<file path="src/rtl/alu_pkg.sv">
// ---------------------------------------------------------------------------
// alu_pkg
// Shared definitions for the ALU multicycle path.
//   mult_state_e : control state encoding of the iterative multiplier
//   MULT_WIDTH   : operand width of the multiplier datapath
//   MULT_ITERS   : number of shift-and-add iterations per product
// ---------------------------------------------------------------------------
package alu_pkg;

    typedef enum logic [1:0] {
        IDLE = 2'd0,
        RUN  = 2'd1,
        DONE = 2'd2
    } mult_state_e;

    localparam int MULT_WIDTH = 32;
    localparam int MULT_ITERS = 32;

endpackage : alu_pkg

</file>
<file path="src/rtl/seq_mult32_adder.sv">
// ---------------------------------------------------------------------------
// seq_mult32_adder
// Ripple-carry adder used as the single add stage of the iterative multiplier.
// Ports:
//   a, b  : WIDTH-bit addends
//   cin   : carry in
//   sum   : WIDTH-bit sum
//   cout  : carry out of the most significant bit
// ---------------------------------------------------------------------------
module seq_mult32_adder #(
    parameter int WIDTH = 32
) (
    input  logic [WIDTH-1:0] a,
    input  logic [WIDTH-1:0] b,
    input  logic             cin,
    output logic [WIDTH-1:0] sum,
    output logic             cout
);

    logic [WIDTH:0] carry;

    always_comb begin
        carry    = '0;
        sum      = '0;
        carry[0] = cin;
        for (int i = 0; i < WIDTH; i++) begin
            sum[i]       = a[i] ^ b[i] ^ carry[i];
            carry[i+1]   = (a[i] & b[i]) | (a[i] & carry[i]) | (b[i] & carry[i]);
        end
        cout = carry[WIDTH];
    end

endmodule : seq_mult32_adder

</file>
<file path="src/rtl/seq_mult32.sv">
// ---------------------------------------------------------------------------
// seq_mult32
// Iterative unsigned shift-and-add multiplier, one add per cycle, 64-bit
// product. Operands are captured on an accepted start; the product register
// is updated only on completion (or cleared by reset).
//
// Configuration macro:
//   SEQ_MULT_EARLY_TERM_EN : when defined, a start with a zero operand skips
//                            the iteration phase and completes with product 0.
//
// Ports:
//   clk     : rising-edge clock
//   rst_n   : synchronous active-low reset
//   start   : request, sampled only in IDLE
//   a, b    : multiplicand / multiplier
//   busy    : operation in flight (including the done cycle)
//   done    : one-cycle completion pulse, product valid in this cycle
//   product : result register
//
// state | meaning
// ------+-----------------------------------------------------------
// IDLE  | waiting for start; product holds the last result
// RUN   | one add/shift iteration per cycle, 32 iterations
// DONE  | copy {acc,mpl} into product and pulse done, back to IDLE
// ---------------------------------------------------------------------------
module seq_mult32
    import alu_pkg::*;
#(
    parameter int WIDTH = MULT_WIDTH,
    parameter int CNT_W = 6
) (
    input  logic               clk,
    input  logic               rst_n,
    input  logic               start,
    input  logic [WIDTH-1:0]   a,
    input  logic [WIDTH-1:0]   b,
    output logic               busy,
    output logic               done,
    output logic [2*WIDTH-1:0] product
);

    mult_state_e        state_q,   state_d;
    logic [WIDTH-1:0]   mcand_q,   mcand_d;
    logic [WIDTH-1:0]   acc_q,     acc_d;
    logic [WIDTH-1:0]   mpl_q,     mpl_d;
    logic [CNT_W-1:0]   cnt_q,     cnt_d;
    logic [2*WIDTH-1:0] product_q, product_d;
    logic               busy_q,    busy_d;
    logic               done_q,    done_d;

    logic [WIDTH-1:0]   add_b;
    logic [WIDTH-1:0]   add_sum;
    logic               add_cout;

    // Gating the addend with mpl[0] gives sum=acc, carry=0 on a zero bit.
    assign add_b = mpl_q[0] ? mcand_q : '0;

    seq_mult32_adder #(
        .WIDTH (WIDTH)
    ) u_adder (
        .a    (acc_q),
        .b    (add_b),
        .cin  (1'b0),
        .sum  (add_sum),
        .cout (add_cout)
    );

    always_comb begin
        state_d   = state_q;
        mcand_d   = mcand_q;
        acc_d     = acc_q;
        mpl_d     = mpl_q;
        cnt_d     = cnt_q;
        product_d = product_q;
        done_d    = 1'b0;

        case (state_q)
            IDLE: begin
                if (start) begin
                    mcand_d = a;
                    mpl_d   = b;
                    acc_d   = '0;
                    cnt_d   = '0;
`ifdef SEQ_MULT_EARLY_TERM_EN
                    if ((a == '0) || (b == '0)) begin
                        // Clear mpl so DONE copies an all-zero product.
                        mpl_d   = '0;
                        state_d = DONE;
                    end else begin
                        state_d = RUN;
                    end
`else
                    state_d = RUN;
`endif
                end
            end
            RUN: begin
                // Carry out lands in acc[MSB] after the shift, so no bit is lost.
                {acc_d, mpl_d} = {add_cout, add_sum, mpl_q[WIDTH-1:1]};
                cnt_d          = cnt_q + CNT_W'(1);
                if (cnt_q == CNT_W'(MULT_ITERS - 1)) begin
                    state_d = DONE;
                end
            end
            DONE: begin
                product_d = {acc_q, mpl_q};
                done_d    = 1'b1;
                state_d   = IDLE;
            end
            default: begin
                state_d = IDLE;
            end
        endcase

        // busy stays up through the done pulse so the product is never
        // presented while the block reports itself idle.
        busy_d = (state_d != IDLE) || done_d;
    end

    always_ff @(posedge clk) begin
        if (!rst_n) begin
            state_q   <= IDLE;
            mcand_q   <= '0;
            acc_q     <= '0;
            mpl_q     <= '0;
            cnt_q     <= '0;
            product_q <= '0;
            busy_q    <= 1'b0;
            done_q    <= 1'b0;
        end else begin
            state_q   <= state_d;
            mcand_q   <= mcand_d;
            acc_q     <= acc_d;
            mpl_q     <= mpl_d;
            cnt_q     <= cnt_d;
            product_q <= product_d;
            busy_q    <= busy_d;
            done_q    <= done_d;
        end
    end

    assign busy    = busy_q;
    assign done    = done_q;
    assign product = product_q;

endmodule : seq_mult32
</file>
<file path="config.mk">
export PLATFORM = sky130hd
export DESIGN_NAME = seq_mult32
export DESIGN_NICKNAME = d
export VERILOG_FILES = /design/src/rtl/alu_pkg.sv /design/src/rtl/seq_mult32_adder.sv /design/src/rtl/seq_mult32.sv
export SDC_FILE = /design/constraint.sdc
export NUM_CORES = 1
export LEC_CHECK = 0
export ABC_AREA = 1
export BUFFER_PORTS_ARGS = -buffer_cell sky130_fd_sc_hd__buf_4
export CAP_MARGIN = 20
export CORE_ASPECT_RATIO = 0.9
export CORE_UTILIZATION = 50
export CTS_CLUSTER_DIAMETER = 60
export DETAILED_ROUTE_END_ITERATION = 7
export PLACE_DENSITY = 0.85
export SYNTH_ARGS = -nofsm -noshare
export SYNTH_HDL_FRONTEND = slang
export SYNTH_SLANG_ARGS = --single-unit
</file>
<file path="constraint.sdc">
create_clock -name clk -period 13.5 [get_ports clk]
set_clock_uncertainty 0.15 [all_clocks]
set_input_delay 1.35 -clock clk [delete_from_list [all_inputs] [get_ports clk]]
set_output_delay 1.35 -clock clk [all_outputs]
set_load 0.03 [all_outputs]
</file>
* After elaboration in Yosys (flattened, before gate mapping)
Cells that the tools add are included.
Widths: inputs -> output; s select.
** Cells by class
- Bitwise gates (word level) :: 219
- Shifts and indexed selects :: 0
- Multiply operators :: 0
- $add $sub $neg :: 1
- Magnitude comparators :: 0
- Div/mod/pow operators :: 0
- Reductions and logical operators :: 6
- Multiplexer cells :: 11
- Equal/unequal tests :: 4
** Operators with widths (number)
- $pmux 32 s2 :: 2
- $mux 32 :: 3
- $and 1x1->1 :: 94
- $xor 1x1->1 :: 63
- $or 1x1->1 :: 62
- $pmux 6 s2 :: 1
- $add 6x1->6 const B :: 1
- $eq 6x5->1 const B :: 1
- $mux 6 :: 1
- $mux 2 :: 2
- $pmux 2 s2 :: 1
- $reduce_and 2->1 :: 2
- $reduce_bool 2->1 :: 2
- $eq 2x1->1 const B :: 1
- $eq 2x2->1 const B :: 1
- $logic_not 2->1 :: 1
- $ne 2x2->1 const B :: 1
- $logic_or 1x1->1 :: 1
- $mux 1 :: 1
** Storage, ports and cells
- Memories :: 0
- Output and inout bits :: 66
- Input bits :: 67
- Latch bits :: 0
- Word-level logic and storage cells :: 249
- Memory bits (writable) :: 0
- Register bits after elaboration :: 170
- Memory bits (read-only) :: 0

* Depth between registers and ports, before layout
Gate-level depths: netlist of the first run.
- Depth after elaboration :: 96
- Depth in mapped cells :: 39
- Gate-level depth less buffers :: 38

* Cells and area by module
Synthesis of the first run repeated with hierarchy kept, for this count alone.
** Unflattened totals
- Cells, all modules :: 975
- Area total of the unflattened synthesis :: 7282.0 um^2
** Modules (own cells, without submodules)
- seq_mult32 :: cells each 933, times used 1, area each 6603.8 um^2, seq. area each 3403.3 um^2
- seq_mult32_adder :: cells each 42, times used 1, area each 678.2 um^2, seq. area each 0.0 um^2

* Worst setup path after synthesis of the first run
No wires, ideal clock.
- Path type :: reg2reg
- Start :: reg mpl_q[0]
- End :: reg acc_q[30]
- Required time :: 13.222 ns
- Stages on the path, launching flop included :: 40
- Arrival time :: 13.223 ns
- Setup slack :: 0.000 ns
- Period minus slack after synthesis :: 13.500 ns
- Library setup time :: 0.128 ns
- Buffers on the path :: 2
- Path through :: dfxtp_1 clkbuf_1 clkbuf_1 nand2_1 inv_1 fa_1 fa_1 inv_1 fa_1 fa_1 fa_1 fa_1 fa_1 fa_1 fa_1 fa_1 fa_1 fa_1 [4 not listed] fa_1 fa_1 fa_1 fa_1 fa_1 fa_1 fa_1 fa_1 fa_1 fa_1 fa_1 fa_1 fa_1 fa_1 fa_1 nor2_1 nor2_1 nor2_1
** On the way
- Longest elaborated chain between the ends :: 94
- Elaborated cells on any way between the ends :: 155
- Those cells by class :: 2 x mux; 153 x bitwise
** RTL lines
- start, declared :: line seq_mult32.sv:45 : logic [WIDTH-1:0] mpl_q, mpl_d;
- start signal, assigned :: line seq_mult32.sv:134 : mpl_q <= mpl_d;
- $mux 32 (*) :: line seq_mult32.sv:56 : assign add_b = mpl_q[0] ? mcand_q : '0;
- $and 1x1->1 (2 in a row) :: line seq_mult32_adder.sv:28 : carry[i+1] = (a[i] & b[i]) | (a[i] & carry[i]) | (b[i] & carry[i]);
- $or 1x1->1 (2 in a row) :: line seq_mult32_adder.sv:28
- $and 1x1->1 :: line seq_mult32_adder.sv:28
- $or 1x1->1 (2 in a row) :: line seq_mult32_adder.sv:28
- $and 1x1->1 :: line seq_mult32_adder.sv:28
- $or 1x1->1 (2 in a row) :: line seq_mult32_adder.sv:28
- $and 1x1->1 :: line seq_mult32_adder.sv:28
- [71 not listed]
- $and 1x1->1 :: line seq_mult32_adder.sv:28
- $or 1x1->1 (2 in a row) :: line seq_mult32_adder.sv:28
- $and 1x1->1 :: line seq_mult32_adder.sv:28
- $or 1x1->1 (2 in a row) :: line seq_mult32_adder.sv:28
- $and 1x1->1 :: line seq_mult32_adder.sv:28
- $or 1x1->1 (2 in a row) :: line seq_mult32_adder.sv:28
- $xor 1x1->1 (*) :: line seq_mult32_adder.sv:27 : sum[i] = a[i] ^ b[i] ^ carry[i];
- $pmux 32 s2 (*) :: line seq_mult32.sv:77 : case (state_q)
- end signal, assigned :: line seq_mult32.sv:124 : acc_q <= '0;
- end signal, assigned :: line seq_mult32.sv:133 : acc_q <= acc_d;
- end, declared :: line seq_mult32.sv:44 : logic [WIDTH-1:0] acc_q, acc_d;
Mark *: on every way between the ends. The rest lies on a longest branch, timed or not.
A chain may end at the register's enable or synchronous reset.

* Final worst setup path of the first run
Ends and elaborated chain as after synthesis.

==> metrics.txt, run 1 <==
worst setup path class=reg -> reg; share of cells above drive strength 1=0.1822; number of global-route vias before repair=5,889; Synth Area in XOR/XNOR=0; commonest non-fill, non-tap cell in the layout=nor2_1; vias after detailed routing=around 6,300; Fmax achieved=a little under 80 MHz; Synth Area in Simple Gates=0.2528; Synth Area in Adders=0.08906; post-synthesis sequential area ratio=0.4695; final hold violations=0; post-DP HPWL=around 10 mm; TritonRoute pass-1 iters=4; global-route wire length before repair=27.74 mm; root buffer selected by CTS=clkbuf_16; final period utilization=0.9589; CP required=between 10 and 15 ns; Overflow after GRT=0; Routed WL=16.95 mm; NumNets Final=about 1,200; crit path time final=between 10 and 15 ns; most frequent cells in the layout=nor2_1 (277), dfxtp_1 (169), buf_4 (138); gr usage total=0.2374; Hold WS=roughly 0.32 ns; Tightest Pin Transition=1.031 ns; Main synth FF type=dfxtp_1; FFs w/ async S/R, synth=0; worst hold path type=reg -> reg; Yosys warnings=0; Synth Cell Area=slightly above 7000 um^2; port bufs=around 130; Die X=about 130 um; die height=116.2 um; largest net degree at the start of global routing=about 110; setup repair bufs after CTS=0; max cap viols=0; vias per cell=approximately 5.0; #FFs+latches synth=170; Pleak=3.724 nW; Pwr Density=~120 nW/um^2; GPL Wtd Cong=between 0.7 and 0.8; initial core utilization=0.5139; buffer depth of the longest clock path=2; drt drc=0; CTS Buf Count=17; Slowest-stage cell, CP=fa_1; hold_buf cts=0; die area=approximately 15,000 um^2; Sink Count=170; area of the core=roughly 14,000 um^2; Post-synth EDFFs=0; Max stage delay on crit path=about 0.50 ns; synthesis-to-finish area growth=22.51%; mean post-synth cell area=7.544 um^2; Antenna Nets Post-Route=0; CTS tree=yes; unrepaired setup endpoints after global routing=false; Pwr Total=between 1 and 1.5 mW; clk slew on worst S/H paths=0.06 ns; proportion of synthesized area in mux cells=0; worst skew pair latency=~0.43 ns; Slew Limit Fails=0; outcome=finished, final reports clean; final setup violation count=0; CP arrival=13.10 ns; I/O Pins=133; worst reg2reg path depth=38; crit path launch type=flip-flop; # diodes=0; Synth Area in Compound Gates=0.1106; final cell count without fillers=1,263; worst hold stages=2; VDD IR max=about 90 uV; number of cell rows=between 40 and 50; routed len/inst=13.42 um; Cells after DPL=around 1,200; htree depth=4; setup TNS=0 ns; kind of end point of the critical path=flip-flop; main combinational cell family by area after synthesis=simple AND/OR/NAND/NOR gates; Slew HR=0.3113; initial antenna violation count=0; drt initial violations=around 370; Mapped Cells=between 900 and 1,000; Mapped Nets=1,061; synth unique cells=22; crit path max fanout=3; critical path's most frequent cell=fa_1
repair_timing:
item	in CTS	in global routing
endpoints found under the hold margin	0	0
pin swaps	0	0
resized for setup	6	9
gates cloned	0	0
setup endpoints to repair	2	3
worst max-delay path, delay by kind of cell, from the launching register on:
| family | cells | cell delay, ns |
|---|---|---|
| adders and majority gates | 32 | 11.96 |
| DFF | 1 | 0.33 |
| and+or+nand+nor | 4 | 0.26 |
| buffers and inverters | 2 | 0.10 |
area by class of cell:
cell class,count,area [um^2]
fillers,1234,5226
flip-flops and latches,170,3405
multi-input cells,653,3318
repair buffers,140,1076
clock buffers,24,491.7
inverters,75,281.5
well taps,193,241.5
clock inverters,8,67.56
metrics by stage:
| step | utilization | area (um^2) | worst slack, ns |
|---|---|---|---|
| finish | 0.6295 | 8881 | 0.5546 |
| detailed placement | 0.5845 | 8245 | -0.2905 |
| global route | 0.6295 | 8881 | 0.03335 |
| floorplan | - | 7251 | 0.09372 |
| global placement | 0.5845 | 8245 | 0.001858 |
| CTS | 0.6252 | 8820 | 0.03631 |
worst paths after layout:
| check | startpoint | slack, ns | to |
|---|---|---|---|
| max reg2reg | mpl_q[0] | 0.55 | acc_q[30] |
| max | mpl_q[0] | 0.55 | acc_q[30] |
| min reg2reg | mpl_q[6] | 0.32 | product[6] |
| min | mpl_q[6] | 0.32 | product[6] |
Yosys cell counts, types with 2 or more instances:
| master | number | area (um^2) |
|---|---|---|
| clkbuf_1 | 27 | 101.4 |
| dfxtp_1 | 170 | 3403 |
| o21ai_0 | 97 | 485.5 |
| nand2_2 | 3 | 18.77 |
| inv_2 | 3 | 11.26 |
| fa_1 | 31 | 620.6 |
| buf_1 | 4 | 15.01 |
| nor2_1 | 277 | 1040 |
| nand2_1 | 114 | 427.9 |
| inv_1 | 72 | 270.3 |
| o21ai_1 | 2 | 10.01 |
| nor2_4 | 2 | 22.52 |
| buf_4 | 3 | 22.52 |
| buf_2 | 29 | 145.1 |
| ha_1 | 2 | 25.02 |
| nand3_1 | 60 | 300.3 |
| a21oi_1 | 60 | 300.3 |
sequential cells by signal (all words and copies together), names as in the netlist:
| register | count |
|---|---|
| done | 1 |
| product | 64 |
| mcand_q | 32 |
| mpl_q | 32 |
| state_q | 2 |
| acc_q | 32 |
| cnt_q | 6 |
| busy | 1 |
cell families after synthesis:
kind of cell | count (synthesis)
buffers and inverters | 138
adder cells (fa/ha/maj) | 33
AO/OA/AOI/OAI | 160
flip-flops | 170
AND/OR/NAND/NOR | 460
routing by layer:
layer / routed length [um] / GRT usage / share of wire / vias to the layer above
met5: 0 / 0 / 0 / -
met4: 151 / 0.06588 / 0.0089 / 0
met3: 896 / 0.05909 / 0.053 / 16
met2: 8119 / 0.4011 / 0.48 / 154
met1: 7786 / 0.3036 / 0.46 / 2987
li1: - / - / - / 3192
report_power, final:
part | switching (mW) | internal, mW | total [mW]
clock network | 0.192 | 0.271 | 0.463
logic | 0.0507 | 0.0314 | 0.0822
registers | 0.00840 | 0.517 | 0.525
(Power assumes the default switching activity.)
==> run 2: changes to the inputs <==
CORE_UTILIZATION = 56   (was 50)
PLACE_DENSITY = 0.89   (was 0.85)
clock period = 14.1 ns   (was 13.5 ns; I/O delays follow)
==> run 2 against run 1 <==
Compared with the run above: total power fell by 3.6%; combinational power fell by 5.2%; via count fell by 0.82%; wire length is 0.84% lower; critical path type unchanged; setup slack lost 0.027 ns; first-iteration DRC count grew 16%; utilization up 6.7 points; die area decreased by 11%; largest cell class unchanged; fmax shrank 4.6%; sequential share of layout area up 0.39 points; count of clock-buffer cells in the layout grew 4; highest routed layer unchanged; critical endpoint unchanged.
==> metrics.txt, run 2 (synthesis gave the netlist of run 1 again) <==
outcome=finished, final reports clean; Pleak=3.690 nW (-0.91%); crit path launch type=flip-flop; clk slew on worst S/H paths=0.06 ns (about the same); synthesis-to-finish area growth=21.35%; Routed WL=16.81 mm (-0.84%); TritonRoute pass-1 iters=5 (+1); setup TNS=0 ns (unchanged); clock share of power=0.437 (+0.004); die area=13,410 um^2 (-11%); post-layout util=0.6961 (+0.06654); Sw Ratio=0.2273 (-0.007233); post-DP HPWL=10.19 mm (-2.8%); max FFs per register=64 (unchanged); Antenna Nets Post-Route=0 (unchanged); most frequent cells in the layout=nor2_1 (277), dfxtp_1 (169), buf_4 (135); Die X=121.9 um (-5.4%); fill count=1,038 (-16%); I/O Pins=133 (unchanged); VDD IR max=145.0 uV (+61%); kind of end point of the critical path=flip-flop; Slew HR=0.2895 (-0.02181); buffer depth of the longest clock path=2 (unchanged); Fmax achieved=73.68 MHz (-4.6%); Slew Limit Fails=0 (unchanged); vias per cell=5.132 (+2.1%); P_int=797.2 uW (-2.7%); CTS Buf Count=17 (unchanged); final period utilization=0.9626 (+0.003676); initial core utilization=0.5736 (+0.05973); initial antenna violation count=0 (unchanged); final setup violation count=0 (unchanged); critical path's most frequent cell=fa_1; Pwr Density=117.3 nW/um^2 (-2.7%); CP arrival=13.70 ns (+0.60 ns); drt initial violations=432 (+16%); Max stage delay on crit path=0.52 ns (+0.02 ns); routed len/inst=13.70 um (+2.1%); number of cell rows=39 (-4.9%); share of cells above drive strength 1=0.1675 (-0.01479); root buffer selected by CTS=clkbuf_16; htree depth=4 (unchanged); worst setup path class=reg -> reg; number of global-route vias before repair=5,909 (+0.34%); GPL Wtd Cong=0.7880 (+2.0%); global-route wire length before repair=27.09 mm (-2.4%); vias after detailed routing=6,297 (-0.82%); drt drc=0 (unchanged); Reg power frac=0.487 (-0.003); commonest non-fill, non-tap cell in the layout=nor2_1; port bufs=132 (unchanged); Sink Count=170 (unchanged); Psw=234.5 uW (-6.6%); gr usage total=0.2619 (+0.02452); crit path time final=13.57 ns (+0.6272 ns); hold_buf cts=0 (unchanged); crit path max fanout=7 (+4); # diodes=0 (unchanged); die height=109.9 um (-5.4%); largest net degree at the start of global routing=116 (+1.8%); CP required=14.22 ns (+0.57 ns); max cap viols=0 (unchanged); Overflow after GRT=0 (unchanged); Tightest Pin Transition=1.066 ns (+0.03516 ns); combinational share of power=0.075 (-0.002); NumNets Final=1,153 (-0.35%); area of the core=12,640 um^2 (-10%); unrepaired setup endpoints after global routing=false; worst skew pair latency=0.43 ns (about the same); Slowest-stage cell, CP=fa_1; final hold violations=0 (unchanged); CTS tree=yes; worst hold path type=reg -> reg
[run 2: final cells by class]
cell class | instances | area [um^2] | share of cell area
flip-flops and latches | 170 | 3407 | 0.3873
multi-input cells | 653 | 3296 | 0.3746
repair buffers | 136 | 1041 | 0.1183
clock buffers | 28 | 536.8 | 0.06102
inverters | 75 | 281.5 | 0.03200
well taps | 164 | 205.2 | 0.02333
clock inverters | 1 | 30.03 | 0.003413
[run 2: worst paths after layout]
| check | from | to | slack (ns) | cells past startpoint |
|---|---|---|---|---|
| worst max-delay path | mpl_q[0] | acc_q[30] | 0.53 | 38 |
| worst min register to register | mpl_q[5] | product[5] | 0.32 | 2 |
| worst min-delay path | mpl_q[5] | product[5] | 0.32 | 2 |
| worst max register to register | mpl_q[0] | acc_q[30] | 0.53 | 38 |
[run 2: timing repair]
action / in CTS / in global routing
buffers inserted: 0 / 0
gates resized for setup: 0 / 7
setup endpoints to repair: 0 / 2
[run 2: critical path: cells and delay by family (launching register included)]
family | cells | cell delay [ns]
buffers and inverters | 2 | 0.10
adders and majority gates | 32 | 12.50
DFF | 1 | 0.38
and+or+nand+nor | 4 | 0.29
[run 2: metal layers]
layer  global-route usage  wire length, um
met3              0.06587              850
met1               0.3281             7747
met4              0.08642              171
met2               0.4411             8042
met5                    0                0
[run 2: metrics by stage]
step           instances  worst slack, ns  total power [mW]  hold slack, ns  instance area [um^2]
5_1_grt             1227          0.04996             1.065          0.3491                  8797
3_3_place_gp        1197           0.5173            0.5867          0.3039                  8187
6_report            1227           0.5274             1.032          0.3215                  8797
4_1_cts             1226           0.1248             1.033          0.3207                  8753
3_5_place_dp        1197           0.1821            0.5887          0.3115                  8187
2_1_floorplan        961           0.5997            0.5619          0.2945                  7249
[run 2: power by group through the flow]
stage | Combinational (mW) | Clock [mW] | Sequential (mW)
5_1_grt | 0.0877 | 0.473 | 0.504
3_5_place_dp | 0.0756 | 0 | 0.513
4_1_cts | 0.0768 | 0.453 | 0.503
3_3_place_gp | 0.0742 | 0 | 0.513
2_1_floorplan | 0.0507 | 0 | 0.511
6_report | 0.0779 | 0.451 | 0.503
==> run 3: changes to the inputs <==
GPL_TIMING_DRIVEN = 0   (was unset)
==> run 3 against run 2 <==
Compared with the run above: fmax increased by 0.13%; global-route usage rose by 3.8 points; total power is 11% higher; combinational power up 8.9%; final area increased by 4.0%; utilization rose by 2.8 points; critical path depth unchanged; via count rose by 8.9%; die area stayed put; first-iteration DRC count rose by 44%; critical path type unchanged; wire length is 14% higher; clock power is 23% higher.
==> metrics.txt, run 3 (synthesis gave the netlist of run 1 again) <==
outcome=finished, final reports clean; Routed WL=19.15 mm (+14%); Antenna Nets Post-Route=0 (unchanged); TritonRoute pass-1 iters=5 (unchanged); CP arrival=13.72 ns (+0.02 ns); worst skew pair latency=0.44 ns (about the same); Tightest Pin Transition=0.6621 ns (-0.4036 ns); initial antenna violation count=0 (unchanged); largest net degree at the start of global routing=17 (-85%); Fmax achieved=73.77 MHz (+0.13%); max cap viols=0 (unchanged); VDD IR max=91.64 uV (-37%); htree depth=4 (unchanged); R2R Path Start=mpl_q[0]; Max stage delay on crit path=0.51 ns (about the same); most frequent cells in the layout=nor2_1 (277), dfxtp_1 (169), buf_4 (134); worst hold path startpoint=mpl_q[16]; post-DP HPWL=13.03 mm (+28%); GPL Wtd Cong=0.8317 (+5.5%); CP top delay family=adder cells; vias after detailed routing=6,859 (+8.9%); number of cell rows=39 (unchanged); unrepaired setup endpoints after global routing=false; final cell count without fillers=1,286 (+4.8%); CTS Buf Count=17 (unchanged); Pleak=3.893 nW (+5.5%); fill count=948 (-8.7%); Slowest-stage cell, CP=fa_1; Sink Count=170 (unchanged); worst hold path type=reg -> reg; Pwr Total=1.142 mW (+11%); max FFs per register=64 (unchanged); Die X=121.9 um (unchanged); hold_buf cts=0 (unchanged); final hold violations=0 (unchanged); final setup violation count=0 (unchanged); initial core utilization=0.5736 (unchanged); crit path time final=13.55 ns (-0.01760 ns); die area=13,410 um^2 (unchanged); Hold WS=0.3217 ns (+0.0001660 ns); number of global-route vias before repair=6,357 (+7.6%); setup TNS=0 ns (unchanged); root buffer selected by CTS=clkbuf_16; kind of end point of the critical path=flip-flop; share of cells above drive strength 1=0.1854 (+0.01793); gr usage total=0.2994 (+0.03755); drt initial violations=624 (+44%); Slew Limit Fails=0 (unchanged); CP Buf/Inv Count=3 (+1); port bufs=131 (-0.76%); crit path launch type=flip-flop; area of the core=12,640 um^2 (unchanged); Cells after DPL=1,256 (+4.9%); Overflow after GRT=0 (unchanged); die height=109.9 um (unchanged); final period utilization=0.9613 (-0.001248); drt drc=0 (unchanged); CP required=14.26 ns (+0.04 ns); vias per cell=5.334 (+3.9%); global-route wire length before repair=30.34 mm (+12%); # diodes=0 (unchanged); CP startpoint=mpl_q[0]; synthesis-to-finish area growth=26.25%; Pwr Density=124.8 nW/um^2 (+6.4%); Slew HR=0.5586 (+0.2691); routed len/inst=14.89 um (+8.7%); post-layout util=0.7242 (+0.02812); worst setup path class=reg -> reg; buffer depth of the longest clock path=2 (unchanged); clk slew on worst S/H paths=0.06 ns (about the same); I/O Pins=133 (unchanged); critical path's most frequent cell=fa_1; CTS tree=yes; crit path max fanout=10 (+3); commonest non-fill, non-tap cell in the layout=nor2_1; NumNets Final=1,210 (+4.9%)
==> run 3: changes by cell type in the layout (fill, tap and decap cells not counted), moves of 4 or more <==
cell	delta
clkbuf_8	-5
clkbuf_1	+22
buf_2	+29
buf_1	+4
bufinv_16	+6
==> run 3: per-stage QoR <==
stage / setup slack (ns) / area (um^2)
2_1_floorplan: 0.5997 / 7249
3_3_place_gp: 0.07815 / 8438
3_5_place_dp: -0.04611 / 8438
4_1_cts: 0.008935 / 9139
5_1_grt: 0.03562 / 9153
6_report: 0.5450 / 9153
==> run 3: layout make-up <==
| class | instances | area [um^2] | share of cell area |
|---|---|---|---|
| Sequential cell | 170 | 3407 | 0.3722 |
| Multi-Input combinational cell | 653 | 3291 | 0.3595 |
| Timing Repair Buffer | 131 | 983.4 | 0.1075 |
| Clock buffer | 20 | 456.7 | 0.04990 |
| Buffer | 62 | 287.8 | 0.03144 |
| Inverter | 75 | 281.5 | 0.03076 |
| Clock inverter | 11 | 240.2 | 0.02625 |
| Tap cell | 164 | 205.2 | 0.02242 |
==> run 3: what timing repair did <==
action                     in CTS  in global routing
resized for setup               2                  8
setup buffers                   0                  0
pin swaps                       0                  0
setup endpoints to repair       1                  3
hold endpoints to repair        0                  0
==> run 3: final timing paths <==
check | to | slack [ns] | cells after the start
max | acc_q[30] | 0.55 | 38
min | product[16] | 0.32 | 2
min reg2reg | product[16] | 0.32 | 2
max reg2reg | acc_q[30] | 0.55 | 38
==> run 3: report_power, final <==
| group | total, mW | internal (mW) | switching (mW) | leakage [nW] |
|---|---|---|---|---|
| sequential | 0.503 | 0.494 | 0.00873 | 1.38 |
| combinational | 0.0848 | 0.0324 | 0.0523 | 2.17 |
| clock | 0.554 | 0.359 | 0.195 | 0.337 |
==> run 3: worst register-to-register path: cells and delay by family (launching register included) <==
| kind | cells | cell delay (ns) |
|---|---|---|
| adders and majority gates | 31 | 12.39 |
| buffers and inverters | 3 | 0.26 |
| and+or+nand+nor | 4 | 0.25 |
| DFF | 1 | 0.38 |
==> run 3: metal layers <==
metal	up-vias	share of wire	global-route usage
met5	-	0	0
met4	0	0.026	0.1226
met3	50	0.066	0.07054
met2	253	0.47	0.4935
met1	3245	0.43	0.3782
li1	3311	-	-
